===== src/rtl/connect4_defs.sv =====
// Shared Connect-4 constants, status codes and judge state encodings.
// Imported by move_judge, c4_line_counter and the game-control FSM.
package connect4_defs;

  localparam int C4_ROWS    = 6;
  localparam int C4_COLS    = 7;
  localparam int C4_WIN_LEN = 4;

  typedef enum logic [1:0] {
    NEXT_TURN = 2'b00,
    P1_WIN    = 2'b01,
    P2_WIN    = 2'b10,
    TIE_GAME  = 2'b11
  } status_e;

  localparam logic [2:0] S_IDLE   = 3'd0;
  localparam logic [2:0] S_PLACE  = 3'd1;
  localparam logic [2:0] S_CHECK  = 3'd2;
  localparam logic [2:0] S_REPORT = 3'd3;
  localparam logic [2:0] S_OVER   = 3'd4;

  function automatic int cell_idx(
    input int r,
    input int c,
    input int cols
  );
    return r * cols + c;
  endfunction

endpackage


===== src/rtl/c4_line_counter.sv =====
// Combinational line measure through one placed cell along one direction.
// Optional win_mask support is built only when C4_WIN_MASK_EN is defined.
module c4_line_counter
  import connect4_defs::*;
#(
  parameter int ROWS    = C4_ROWS,
  parameter int COLS    = C4_COLS,
  parameter int WIN_LEN = C4_WIN_LEN,
  localparam int N      = ROWS * COLS,
  localparam int RW     = $clog2(ROWS + 1)
) (
  input  logic [N-1:0]  board,
  input  logic [RW-1:0] row,
  input  logic [2:0]    col,
  input  logic [1:0]    dir,
  output logic [2:0]    len
`ifdef C4_WIN_MASK_EN
  ,
  output logic [N-1:0]  mask
`endif
);

  localparam int SPAN = (ROWS > COLS) ? ROWS : COLS;
  localparam int IW   = $clog2(N);

  int dr;
  int dc;
  int pos;
  int neg;

  function automatic logic cell_on(
    input logic [N-1:0] b,
    input int r,
    input int c
  );
    int idx;
    logic [IW-1:0] i;
    if (r < 0 || r >= ROWS || c < 0 || c >= COLS)
      return 1'b0;
    idx = cell_idx(r, c, COLS);
    i = idx[IW-1:0];
    return b[i];
  endfunction

  // Step vector: horizontal, vertical, rising diag, falling diag
  always_comb begin
    dr = 0;
    dc = 1;
    unique case (dir)
      2'd0: begin dr = 0;  dc = 1; end
      2'd1: begin dr = 1;  dc = 0; end
      2'd2: begin dr = 1;  dc = 1; end
      default: begin dr = -1; dc = 1; end
    endcase
  end

  // Walk outward both ways until the colour breaks or the edge is hit
  always_comb begin
    logic ap;
    logic an;
    pos = 0;
    neg = 0;
    ap = 1'b1;
    an = 1'b1;
    for (int k = 1; k < SPAN; k++) begin
      if (ap && cell_on(board, int'(row) + k * dr,
                        int'(col) + k * dc))
        pos = pos + 1;
      else
        ap = 1'b0;
      if (an && cell_on(board, int'(row) - k * dr,
                        int'(col) - k * dc))
        neg = neg + 1;
      else
        an = 1'b0;
    end
  end

  assign len = 3'(1 + pos + neg);

`ifdef C4_WIN_MASK_EN
  function automatic logic [N-1:0] cell_bit(
    input int r,
    input int c
  );
    logic [N-1:0] v;
    int idx;
    logic [IW-1:0] i;
    idx = cell_idx(r, c, COLS);
    i = idx[IW-1:0];
    v = '0;
    v[i] = 1'b1;
    return v;
  endfunction

  // Keep the WIN_LEN cells nearest the placed one, forward side first
  always_comb begin
    int n;
    n = 1;
    mask = cell_bit(int'(row), int'(col));
    for (int k = 1; k < SPAN; k++) begin
      if (k <= pos && n < WIN_LEN) begin
        mask = mask | cell_bit(int'(row) + k * dr,
                               int'(col) + k * dc);
        n = n + 1;
      end
      if (k <= neg && n < WIN_LEN) begin
        mask = mask | cell_bit(int'(row) - k * dr,
                               int'(col) - k * dc);
        n = n + 1;
      end
    end
  end
`endif

endmodule


===== src/rtl/move_judge.sv =====
// Connect-4 move judge: owns the board, places drops, detects wins/ties.
// Define C4_WIN_MASK_EN to add the win_mask output.
module move_judge
  import connect4_defs::*;
#(
  parameter int ROWS    = C4_ROWS,
  parameter int COLS    = C4_COLS,
  parameter int WIN_LEN = C4_WIN_LEN
) (
  input  logic                 clk,
  input  logic                 reset_n,
  input  logic                 new_game,
  input  logic                 drop_valid,
  input  logic [2:0]           drop_col,
  output logic                 drop_ready,
  output logic                 move_reject,
  output logic                 status_valid,
  output logic [1:0]           game_status,
  output logic                 player_turn,
  output logic [ROWS*COLS-1:0] board_p1,
  output logic [ROWS*COLS-1:0] board_p2
`ifdef C4_WIN_MASK_EN
  ,
  output logic [ROWS*COLS-1:0] win_mask
`endif
);

  localparam int N  = ROWS * COLS;
  localparam int HW = $clog2(ROWS + 1);
  localparam int MW = $clog2(N + 1);

  logic [2:0]    state;
  logic [2:0]    col;
  logic [HW-1:0] row;
  logic [HW-1:0] heights [COLS];
  logic [MW-1:0] move_cnt;
  logic [1:0]    dir;
  logic          win;
  logic [2:0]    len;
  logic          hit;
  logic          bad;
  logic          full;
  logic [N-1:0]  mover;
  logic [N-1:0]  place_bit;
`ifdef C4_WIN_MASK_EN
  logic [N-1:0]  line_mask;
  logic [N-1:0]  first_mask;
`endif

  assign drop_ready = (state == S_IDLE);
  assign bad  = int'(drop_col) >= COLS;
  assign full = !bad && (heights[drop_col] == HW'(ROWS));
  assign mover = player_turn ? board_p2 : board_p1;
  assign hit = int'(len) >= WIN_LEN;
  assign place_bit =
    N'(1) << cell_idx(int'(heights[col]), int'(col), COLS);

  c4_line_counter #(
    .ROWS    (ROWS),
    .COLS    (COLS),
    .WIN_LEN (WIN_LEN)
  ) u_line (
    .board (mover),
    .row   (row),
    .col   (col),
    .dir   (dir),
    .len   (len)
`ifdef C4_WIN_MASK_EN
    ,
    .mask  (line_mask)
`endif
  );

  // Judge sequencer: accept, place, four direction checks, report
  always_ff @(posedge clk or negedge reset_n) begin
    if (!reset_n) begin
      state        <= S_IDLE;
      col          <= '0;
      row          <= '0;
      move_cnt     <= '0;
      dir          <= '0;
      win          <= 1'b0;
      move_reject  <= 1'b0;
      status_valid <= 1'b0;
      game_status  <= NEXT_TURN;
      player_turn  <= 1'b0;
      board_p1     <= '0;
      board_p2     <= '0;
      for (int i = 0; i < COLS; i++)
        heights[i] <= '0;
`ifdef C4_WIN_MASK_EN
      first_mask   <= '0;
      win_mask     <= '0;
`endif
    end else if (new_game) begin
      state        <= S_IDLE;
      col          <= '0;
      row          <= '0;
      move_cnt     <= '0;
      dir          <= '0;
      win          <= 1'b0;
      move_reject  <= 1'b0;
      status_valid <= 1'b0;
      game_status  <= NEXT_TURN;
      player_turn  <= 1'b0;
      board_p1     <= '0;
      board_p2     <= '0;
      for (int i = 0; i < COLS; i++)
        heights[i] <= '0;
`ifdef C4_WIN_MASK_EN
      first_mask   <= '0;
      win_mask     <= '0;
`endif
    end else begin
      unique case (state)
        S_IDLE: begin
          if (drop_valid) begin
            col         <= drop_col;
            move_reject <= bad | full;
            state       <= S_PLACE;
          end
        end
        S_PLACE: begin
          move_reject <= 1'b0;
          if (move_reject) begin
            state <= S_IDLE;
          end else begin
            if (player_turn)
              board_p2 <= board_p2 | place_bit;
            else
              board_p1 <= board_p1 | place_bit;
            row          <= heights[col];
            heights[col] <= heights[col] + HW'(1);
            move_cnt     <= move_cnt + MW'(1);
            dir          <= '0;
            win          <= 1'b0;
            state        <= S_CHECK;
          end
        end
        S_CHECK: begin
          dir <= dir + 2'd1;
          if (hit)
            win <= 1'b1;
`ifdef C4_WIN_MASK_EN
          if (hit && !win)
            first_mask <= line_mask;
`endif
          if (dir == 2'd3) begin
            state        <= S_REPORT;
            status_valid <= 1'b1;
            if (win || hit) begin
              game_status <= player_turn ? P2_WIN : P1_WIN;
`ifdef C4_WIN_MASK_EN
              win_mask <= win ? first_mask : line_mask;
`endif
            end else if (move_cnt == MW'(N)) begin
              game_status <= TIE_GAME;
            end else begin
              game_status <= NEXT_TURN;
              player_turn <= ~player_turn;
            end
          end
        end
        S_REPORT: begin
          status_valid <= 1'b0;
          if (game_status == NEXT_TURN)
            state <= S_IDLE;
          else
            state <= S_OVER;
        end
        S_OVER: begin
          state <= S_OVER;
        end
        default: begin
          state <= S_IDLE;
        end
      endcase
    end
  end

endmodule


===== config.mk =====
export PLATFORM = sky130hd
export DESIGN_NAME = move_judge
export DESIGN_NICKNAME = d
export VERILOG_FILES = /design/src/rtl/connect4_defs.sv /design/src/rtl/c4_line_counter.sv /design/src/rtl/move_judge.sv
export SDC_FILE = /design/constraint.sdc
export NUM_CORES = 1
export LEC_CHECK = 0
export CAP_MARGIN = 15
export CORE_MARGIN = 5
export CORE_UTILIZATION = 48
export DETAILED_ROUTE_END_ITERATION = 10
export PLACE_DENSITY_LB_ADDON = 0.25
export SLEW_MARGIN = 5
export SYNTH_ARGS = -nofsm -noshare
export SYNTH_HDL_FRONTEND = slang
export SYNTH_HIERARCHICAL = 1
export SYNTH_SLANG_ARGS = --single-unit

===== constraint.sdc =====
create_clock -name clk -period 15.1 [get_ports clk]
set_clock_uncertainty 0.15 [all_clocks]
set_input_delay 3.02 -clock clk [delete_from_list [all_inputs] [get_ports clk]]
set_output_delay 3.02 -clock clk [all_outputs]
set_load 0.02 [all_outputs]

-- Word level (Yosys, flattened, before mapping)
Cells that the tools add are included.
- bits in registers: 128
- output and inout port bits: 90
- add/sub/neg operators: 52
- multipliers: 19
- $lt $le $gt $ge: 65
- eq/ne operators: 17
- shift operators: 1
- multiplexer cells: 144
- bitwise operators: 6
- reductions and logical operators: 74
- operators by type and width (kind ; count):
    >= comparator 32 x 4 -> 1 bit, second input constant ; 21
    < comparator 32 x 1 -> 1 bit, second input constant ; 21
    multiplier 32 x 4 -> 6 bit, second input constant ; 12
    2-to-1 mux 42 bit ; 9
    adder 4 x 32 -> 32 bit ; 6
    subtractor 4 x 32 -> 32 bit ; 6
    < comparator 6 x 7 -> 1 bit, second input constant ; 12
    OR 42 bit ; 2
    2-to-1 mux 1 bit ; 73
    binary-select mux 1 bit (select 6 bit) ; 12
    2-to-1 mux 3 bit ; 23
    one-hot mux 32 bit (2 select lines) ; 1
    2-to-1 mux 21 bit ; 3
    adder 6 bit ; 9
    << shifter 1 x 7 -> 42 bit, first input constant ; 1
    logical OR 1 bit ; 37
    multiplier 3 x 32 -> 31 bit, first input constant ; 1
    multiplier 3 x 32 -> 32 bit, first input constant ; 1
    multiplier 4 x 32 -> 32 bit, first input constant ; 1
    2-to-1 mux 2 bit ; 11
    bitwise mux 21 bit ; 1
    >= comparator 4 bit, second input constant ; 5
    adder 3 x 2 -> 3 bit, second input constant ; 6
    adder 6 x 4 -> 6 bit ; 3
    other kinds (48) ; 101

-- Logic depth before layout (Yosys ltp)
Gate-level depths: netlist (run 1).
- word-level depth: 29
- mapped depth: 39

-- Hierarchy
The synthesis (run 1) kept the hierarchy.
- by module, submodules not included (module ; times used ; cells an instance ; area an instance (um2) ; sequential area each (um2)):
    c4_line_counter ; 1 ; 1082 ; 10825.4 ; 0.0
    move_judge ; 1 ; 624 ; 6520.0 ; 3203.1

-- Least setup slack after synthesis (run 1)
OpenSTA, ideal clock, no wires.
- path kind: reg-to-reg
- start point: register dir[0]
- end point: register game_status[0]
- arrival time: 9388 ps
- setup slack: 5468 ps
- cell stages (with the launch flop): 32
- buffers on the path: 3
- period minus slack after synthesis: 9632 ps
- cell sequence: dfrtp_1 ha_1 clkbuf_1 clkinv_1 clkbuf_1 ha_1 clkbuf_1 o21ai_1 xnor2_1 ha_1 fa_1 fa_1 ha_1 xor2_1 mux4_2 mux2i_1 nor2_1 a21oi_1 nor3_1 ha_1 o21a_1 ha_1 mux2_2 ha_1 mux2_2 mux2_2 fa_1 xnor2_1 xor2_1 nor2_1 o21a_1 a211oi_1
- longest elaborated chain between the ends: 29
- RTL lines (element ; RTL line ; text):
    start, declared ; move_judge.sv:37 ; logic [1:0] dir;
    start signal, assigned ; move_judge.sv:141 ; dir <= dir + 2'd1;
    parallel branches: the longest is 22 deep, another holds multiplier 3 x 32 -> 32 bit ; - ;
    adder 3 bit * ; c4_line_counter.sv:79 ; assign len = 3'(1 + pos + neg);
    named net len[2] ; move_judge.sv:39 ; logic [2:0] len;
    >= comparator 3 bit * ; move_judge.sv:54 ; assign hit = int'(len) >= WIN_LEN;
    logical OR 1 bit * ; move_judge.sv:151 ; if (win || hit) begin
    2-to-1 mux 2 bit * ; move_judge.sv:151 ;
    2-to-1 mux 2 bit * ; move_judge.sv:148 ; if (dir == 2'd3) begin
    2-to-1 mux 2 bit * ; move_judge.sv:115 ; unique case (state)
    2-to-1 mux 2 bit * ; move_judge.sv:95 ; end else if (new_game) begin
    end signal, assigned ; move_judge.sv:152 ; game_status <= player_turn ? P2_WIN : P1_WIN;
    end, declared ; move_judge.sv:18 ; output logic [1:0] game_status,
Mark *: on every way through the listed nets, which the timed path passes. The select of a mux whose other input is x is not followed.
A chain may end at the register's enable or synchronous reset.

-- Final worst setup path (run 1)
Ends and elaborated chain as after synthesis.

==> results.py, run 1 <==
metrics = {
    "pwr": {
        "seqPwrFrac_pct": 18.0,
        "total_leakage_power_nw": 8.868,
        "vdd.ir_drop.worst_mv": 0.1122,
        "power.switching_uw": 882.4,
        "power_report.internal_total_mw": 1.100,
        "power_density_nw_per_um2": 102.7,
        "comb_power_share_pct": 62.0,
        "power.share.switching_pct": 44.50,
        "part_of_the_total_power_dissipated_in_the_clock_network_pct": 20.0,
    },
    "worst_setup_path": {
        "cp_common_cell": "sky130_fd_sc_hd__ha_1",
        "worstSetupStartpointType": "register",
        "cp.required_ns": 15.28,
        "crit_path_max_fanout": 38,
        "worstSetupPathType": "register to register",
        "max_stage_delay_ns": 0.57,
        "critPathSlowestCell": "sky130_fd_sc_hd__ha_1",
        "worst_setup_path_end_kind": "register",
        "crit_path_arrival_time_ns": 9.64,
    },
    "global_routing": {
        "global_route_wire_length_before_repair_um": 79580,
        "number_of_antenna_violations_at_the_first_check_in_global_routing": 1,
        "globalRouteTotalUtil_pct": 25.39,
        "largest_net_degree_at_the_start_of_global_routing": 84,
        "via_count_of_the_first_global_routing_pass": 14017,
        "globalRoute.totalOverflow": 0,
    },
    "run_status": {
        "status": "completed",
    },
    "final_layout": {
        "drive_above_1_share_pct": 12.21,
        "area.growth.synth_to_final_pct": 11.37,
        "design_area_um2": 19310,
        "postLayoutCoreUtil_pct": 54.17,
        "most_common_library_cell_in_the_layout_ignoring_fill_and_taps": "sky130_fd_sc_hd__ha_1",
        "final_cell_mix": "sky130_fd_sc_hd__ha_1 (232), sky130_fd_sc_hd__inv_1 (222), sky130_fd_sc_hd__dfrtp_1 (127)",
        "finalNetCount": 2095,
        "fill_cells": 3150,
        "antenna_cells": 0,
    },
    "synthesis": {
        "post_syn_nets": 2026,
        "synthCells": 1705,
        "synthesis.area_um2": 17340,
        "yosysWarnings": 6,
        "postSynthAreaPerCell_um2": 10.17,
    },
    "cts": {
        "cts_root_buffer": "sky130_fd_sc_hd__clkbuf_16",
        "cts_buffer_depth": 2,
        "post-cts-setup-buffer-count": 0,
        "clock_pin_slew_reported_for_the_worst_setup_and_hold_paths_after_clock_tree_synthesis_ns": 0.06,
        "tritoncts": "yes",
        "insertion_delay_to_the_later_sink_of_the_worst_skew_pair_ns": 0.43,
        "h-tree-depth": 4,
        "cts_inserted_buffers": 17,
        "hold_buffers": 0,
        "post_cts.resized_instances": 0,
        "clock_sinks": 128,
    },
    "sta": {
        "hold_viol": 0,
        "grt_setup_unrepaired": "no",
        "finalCritPeriodShare_pct": 62.65,
        "totalNegativeSetupSlack_ns": 0,
        "max_clock_freq_ghz": 0.1057,
        "fin_crit_ns": 9.461,
        "tightest_pin_transition_ns": 1.016,
        "final_count_of_negative_setup_slack_endpoints": 0,
        "slew_headroom_pct": 30.51,
        "finalMaxSlewViolations": 0,
    },
    "detailed_routing": {
        "totalWireLength_um": 50250,
        "num_vias": 13849,
        "route.detailed.vias_per_inst": 6.163,
        "drtAntennaViolNets": 0,
        "drc": 0,
        "drt_first_iter_violations": 1283,
        "drt_pre_antenna_iters": 6,
        "detail_route.wl_per_cell_um": 22.36,
    },
    "floorplan": {
        "die_height_um": 200.1,
        "die_x_um": 200.1,
        "ioPinCount": 97,
        "design.die.area_um2": 40030,
        "rows": 69,
        "starting_density_pct": 48.64,
        "core-area_um2": 35660,
    },
    "placed_design": {
        "dp_hpwl_um": 38810,
        "buffers_on_ports": 96,
        "gp_routability_congestion": 0.9310,
        "cell_area_reported_after_detailed_placement_um2": 18720,
    },
    "worst_hold_path": {
        "worst_min_delay_path_class": "register to register",
    },
    "run": {
        "drv_cap": 0,
    },
}
[metal layers]
layer  wire length [µm]  track usage, %  part of all wire, %  vias to the layer above
li1                   -               -                    -                     6385
met1              21820           35.48                   43                     6715
met2              22300           38.97                   44                      593
met3               3641           4.666                  7.2                      154
met4               2468           10.94                  4.9                        2
met5                 18               0                0.036                        -
[metrics by stage]
stage               worst slack (ns)  instances  hold WS, ns  power [mW]
floorplan                      5.468       1705       0.3497       1.286
global placement               5.911       2215       0.3436       1.544
detailed placement             5.655       2215       0.3495       1.563
CTS                            5.642       2246       0.3649       1.973
global route                   5.068       2247       0.3815       2.121
finish                         5.639       2247       0.3614       1.983
[power groups by stage]
| stage | logic (mW) | clock network (mW) | registers [mW] |
|---|---|---|---|
| floorplan | 0.919 | 0 | 0.367 |
| global placement | 1.18 | 0 | 0.362 |
| detailed placement | 1.20 | 0 | 0.362 |
| CTS | 1.21 | 0.403 | 0.356 |
| global route | 1.35 | 0.418 | 0.357 |
| finish | 1.23 | 0.397 | 0.357 |
[layout make-up]
cell class,instances,area [µm²],area share [%]
Multi-Input combinational cell,1278,12940,67.01
Sequential cell,128,3204,16.59
Timing Repair Buffer,124,1184,6.129
Inverter,225,844.6,4.373
Tap cell,461,576.8,2.987
Clock buffer,19,452.9,2.345
Clock inverter,12,110.1,0.5701
[worst max-delay path, delay by kind of cell, from the launching register on]
kind / cells / cell delay, ns
fa+ha+maj: 11 / 4.10
simple gates: 3 / 0.54
flops: 1 / 0.45
xor+xnor: 3 / 0.91
buf+inv: 6 / 1.02
mux: 3 / 0.80
compound gates: 6 / 1.35
[path summary, 6_finish.rpt]
check,startpoint,to,slack [ns],depth (start not counted)
max in group asynchronous,reset_n,board_p2[1],10.87,2
setup reg to reg,dir[0],game_status[0],5.64,32
min in group asynchronous,reset_n,heights[16],2.46,1
hold / removal,board_p1[22],board_p1[22],0.36,1
hold reg to reg,board_p1[22],board_p1[22],0.36,1
setup / recovery,dir[0],game_status[0],5.64,32
[registers in the layout (all words and copies together) (netlist names)]
signal	flops
row	3
game_status	2
board_p2	42
heights	21
status_valid	1
col	3
state	3
win	1
board_p1	42
move_reject	1
move_cnt	6
player_turn	1
dir	2
(Power assumes the default switching activity.)
==> run 2: changes to the inputs <==
clock period = 8.7 ns   (was 15.1 ns; I/O delays follow)
==> run 2 against run 1 <==
Critical path depth fell by 1. Worst setup slack lost 5.3 ns. Worst hold slack gained 0.0048 ns. Utilization increased by 1.5 points. First-iteration DRC count fell by 9.0%. Sequential power up 75%. Wire length increased by 2.0%. Highest routed layer is now met4. Power grew 88%.
==> results.py, run 2 (same netlist as run 1, synthesis figures left out) <==
metrics = {
    "detailed_routing": {
        "detail_route.wl_per_cell_um": 22.48,
        "route.detailed.vias_per_inst": 6.302,
        "num_vias": 14376,
        "drt_first_iter_violations": 1167,
        "totalWireLength_um": 51280,
        "drt_pre_antenna_iters": 6,
        "drtAntennaViolNets": 0,
        "drc": 0,
    },
    "worst_setup_path": {
        "critPathSlowestCell": "sky130_fd_sc_hd__fa_1",
        "max_stage_delay_ns": 0.54,
        "worstSetupPathType": "register to register",
        "worst_r2r_endpoint": "game_status[0]",
        "worstSetupStartpointType": "register",
        "crit_path_arrival_time_ns": 8.52,
        "reg2reg_slack_ns": 0.35,
        "cp.required_ns": 8.87,
        "r2r_start": "dir[1]",
        "cp_common_cell": "sky130_fd_sc_hd__ha_1",
        "worst_setup_path_end_kind": "register",
        "worst-r2r-cell-count": 31,
        "crit_path_max_fanout": 6,
    },
    "cts": {
        "cts_inserted_buffers": 17,
        "insertion_delay_to_the_later_sink_of_the_worst_skew_pair_ns": 0.42,
        "tritoncts": "yes",
        "hold_buffers": 0,
        "cts_buffer_depth": 2,
        "clock_pin_slew_reported_for_the_worst_setup_and_hold_paths_after_clock_tree_synthesis_ns": 0.06,
        "cts_root_buffer": "sky130_fd_sc_hd__clkbuf_16",
        "h-tree-depth": 4,
        "clock_sinks": 128,
    },
    "final_layout": {
        "finalNetCount": 2129,
        "postLayoutCoreUtil_pct": 55.68,
        "final_cells": 2281,
        "antenna_cells": 0,
        "fill_cells": 3070,
        "final_cell_mix": "sky130_fd_sc_hd__ha_1 (227), sky130_fd_sc_hd__inv_1 (222), sky130_fd_sc_hd__dfrtp_1 (125)",
        "design_area_um2": 19850,
        "most_common_library_cell_in_the_layout_ignoring_fill_and_taps": "sky130_fd_sc_hd__ha_1",
        "drive_above_1_share_pct": 15.11,
        "top_regs": "board_p1 x42, board_p2 x42, heights x21",
        "area.growth.synth_to_final_pct": 14.48,
    },
    "global_routing": {
        "globalRoute.totalOverflow": 0,
        "largest_net_degree_at_the_start_of_global_routing": 75,
        "global_route_wire_length_before_repair_um": 81230,
        "globalRouteTotalUtil_pct": 25.73,
        "number_of_antenna_violations_at_the_first_check_in_global_routing": 0,
        "via_count_of_the_first_global_routing_pass": 14363,
    },
    "sta": {
        "final.setup.worst_slack_ns": 0.3535,
        "slew_headroom_pct": 12.21,
        "fin_crit_ns": 8.346,
        "totalNegativeSetupSlack_ns": 0,
        "finalMaxSlewViolations": 0,
        "tightest_pin_transition_ns": 1.303,
        "final_count_of_negative_setup_slack_endpoints": 0,
        "finalCritPeriodShare_pct": 95.94,
        "max_clock_freq_ghz": 0.1198,
        "hold_viol": 0,
    },
    "worst_hold_path": {
        "worst_min_delay_path_class": "register to register",
        "holdCritStartpoint": "board_p1[19]",
        "holdPathEnd": "board_p1[19]",
        "timing.hold.worst_path_depth": 1,
    },
    "placed_design": {
        "cell_area_reported_after_detailed_placement_um2": 18960,
        "place_inst": 2240,
        "place_ws_ns": -0.05240,
        "dp_hpwl_um": 40050,
        "buffers_on_ports": 96,
        "gp_routability_congestion": 0.9557,
    },
    "floorplan": {
        "core-area_um2": 35660,
        "ioPinCount": 97,
        "die_x_um": 200.1,
        "design.die.area_um2": 40030,
        "starting_density_pct": 48.64,
        "rows": 69,
        "die_height_um": 200.1,
    },
    "pwr": {
        "power_density_nw_per_um2": 188.1,
        "total_leakage_power_nw": 9.117,
        "vdd.ir_drop.worst_mv": 0.1441,
    },
    "run_status": {
        "status": "completed",
    },
    "run": {
        "drv_cap": 0,
    },
}
==> run 2: cell count changes in the layout (fill, tap and decap cells not counted), moves of 3 or more <==
cell                        before  now
sky130_fd_sc_hd__xor2_4          0    3
sky130_fd_sc_hd__buf_4          28   63
sky130_fd_sc_hd__ha_4            0    3
sky130_fd_sc_hd__xor2_1         36   30
sky130_fd_sc_hd__xnor2_2         0    4
sky130_fd_sc_hd__ha_1          232  227
sky130_fd_sc_hd__xnor2_1        66   61
sky130_fd_sc_hd__xor2_2          0    3
sky130_fd_sc_hd__bufinv_16       1    6
==> run 2: how the worst max path moves through the flow <==
stage	from	endpoint	slack [ns]	depth (start not counted)
global route	dir[0]	game_status[0]	-0.02	29
CTS	dir[0]	game_status[0]	0.04	29
detailed placement	dir[0]	game_status[0]	-0.05	30
finish	dir[1]	game_status[0]	0.35	31
floorplan	dir[0]	game_status[0]	0.007	32
global placement	dir[0]	game_status[0]	0.22	29
==> run 2: critical path, delay by kind of cell (launching register included) <==
kind                       cells  cell delay [ns]
xor gates and xnor gates       3             0.72
muxes                          4             1.36
DFF                            1             0.44
buffers and inverters          5             0.47
AOI/OAI and AO/OA              5             0.96
and+or+nand+nor                3             0.32
adders and majority gates     11             3.82
==> run 2: cell type report <==
class	count	area [µm²]	area share (%)
multi-input cells	1278	13140	66.19
flip-flops and latches	128	3207	16.15
repair buffers	158	1419	7.147
inverters	225	845.8	4.260
well taps	461	576.8	2.905
clock buffers	18	429.2	2.162
clock inverters	13	235.2	1.185
==> run 2: routing by layer <==
layer	wire [µm]	share of wire, %	GRT usage, %	vias up
li1	-	-	-	6459
met1	22010	43	36.15	7165
met2	24280	47	41.55	645
met3	3453	6.7	3.525	107
met4	1536	3.0	8.252	0
met5	0	0	0	-
==> run 2: power breakdown <==
group | internal (mW) | switching [mW] | total, mW
sequential | 0.607 | 0.0197 | 0.626
clock | 0.538 | 0.287 | 0.824
combinational | 0.971 | 1.31 | 2.28
==> run 2: through the flow <==
stage	hold WS, ns	power [mW]
after floorplan	0.3497	2.237
after global placement	0.3417	2.787
after detailed placement	0.3491	2.837
after CTS	0.3672	3.680
after global routing	0.3810	3.973
final	0.3662	3.735
==> run 2: repair_timing <==
item                                   4_1_cts  5_1_grt
pin swaps                                    1        5
cloned                                       0        0
setup endpoints to repair                    2        4
gates resized for setup                      2       22
setup buffers                                0       10
endpoints found under the hold margin        0        0
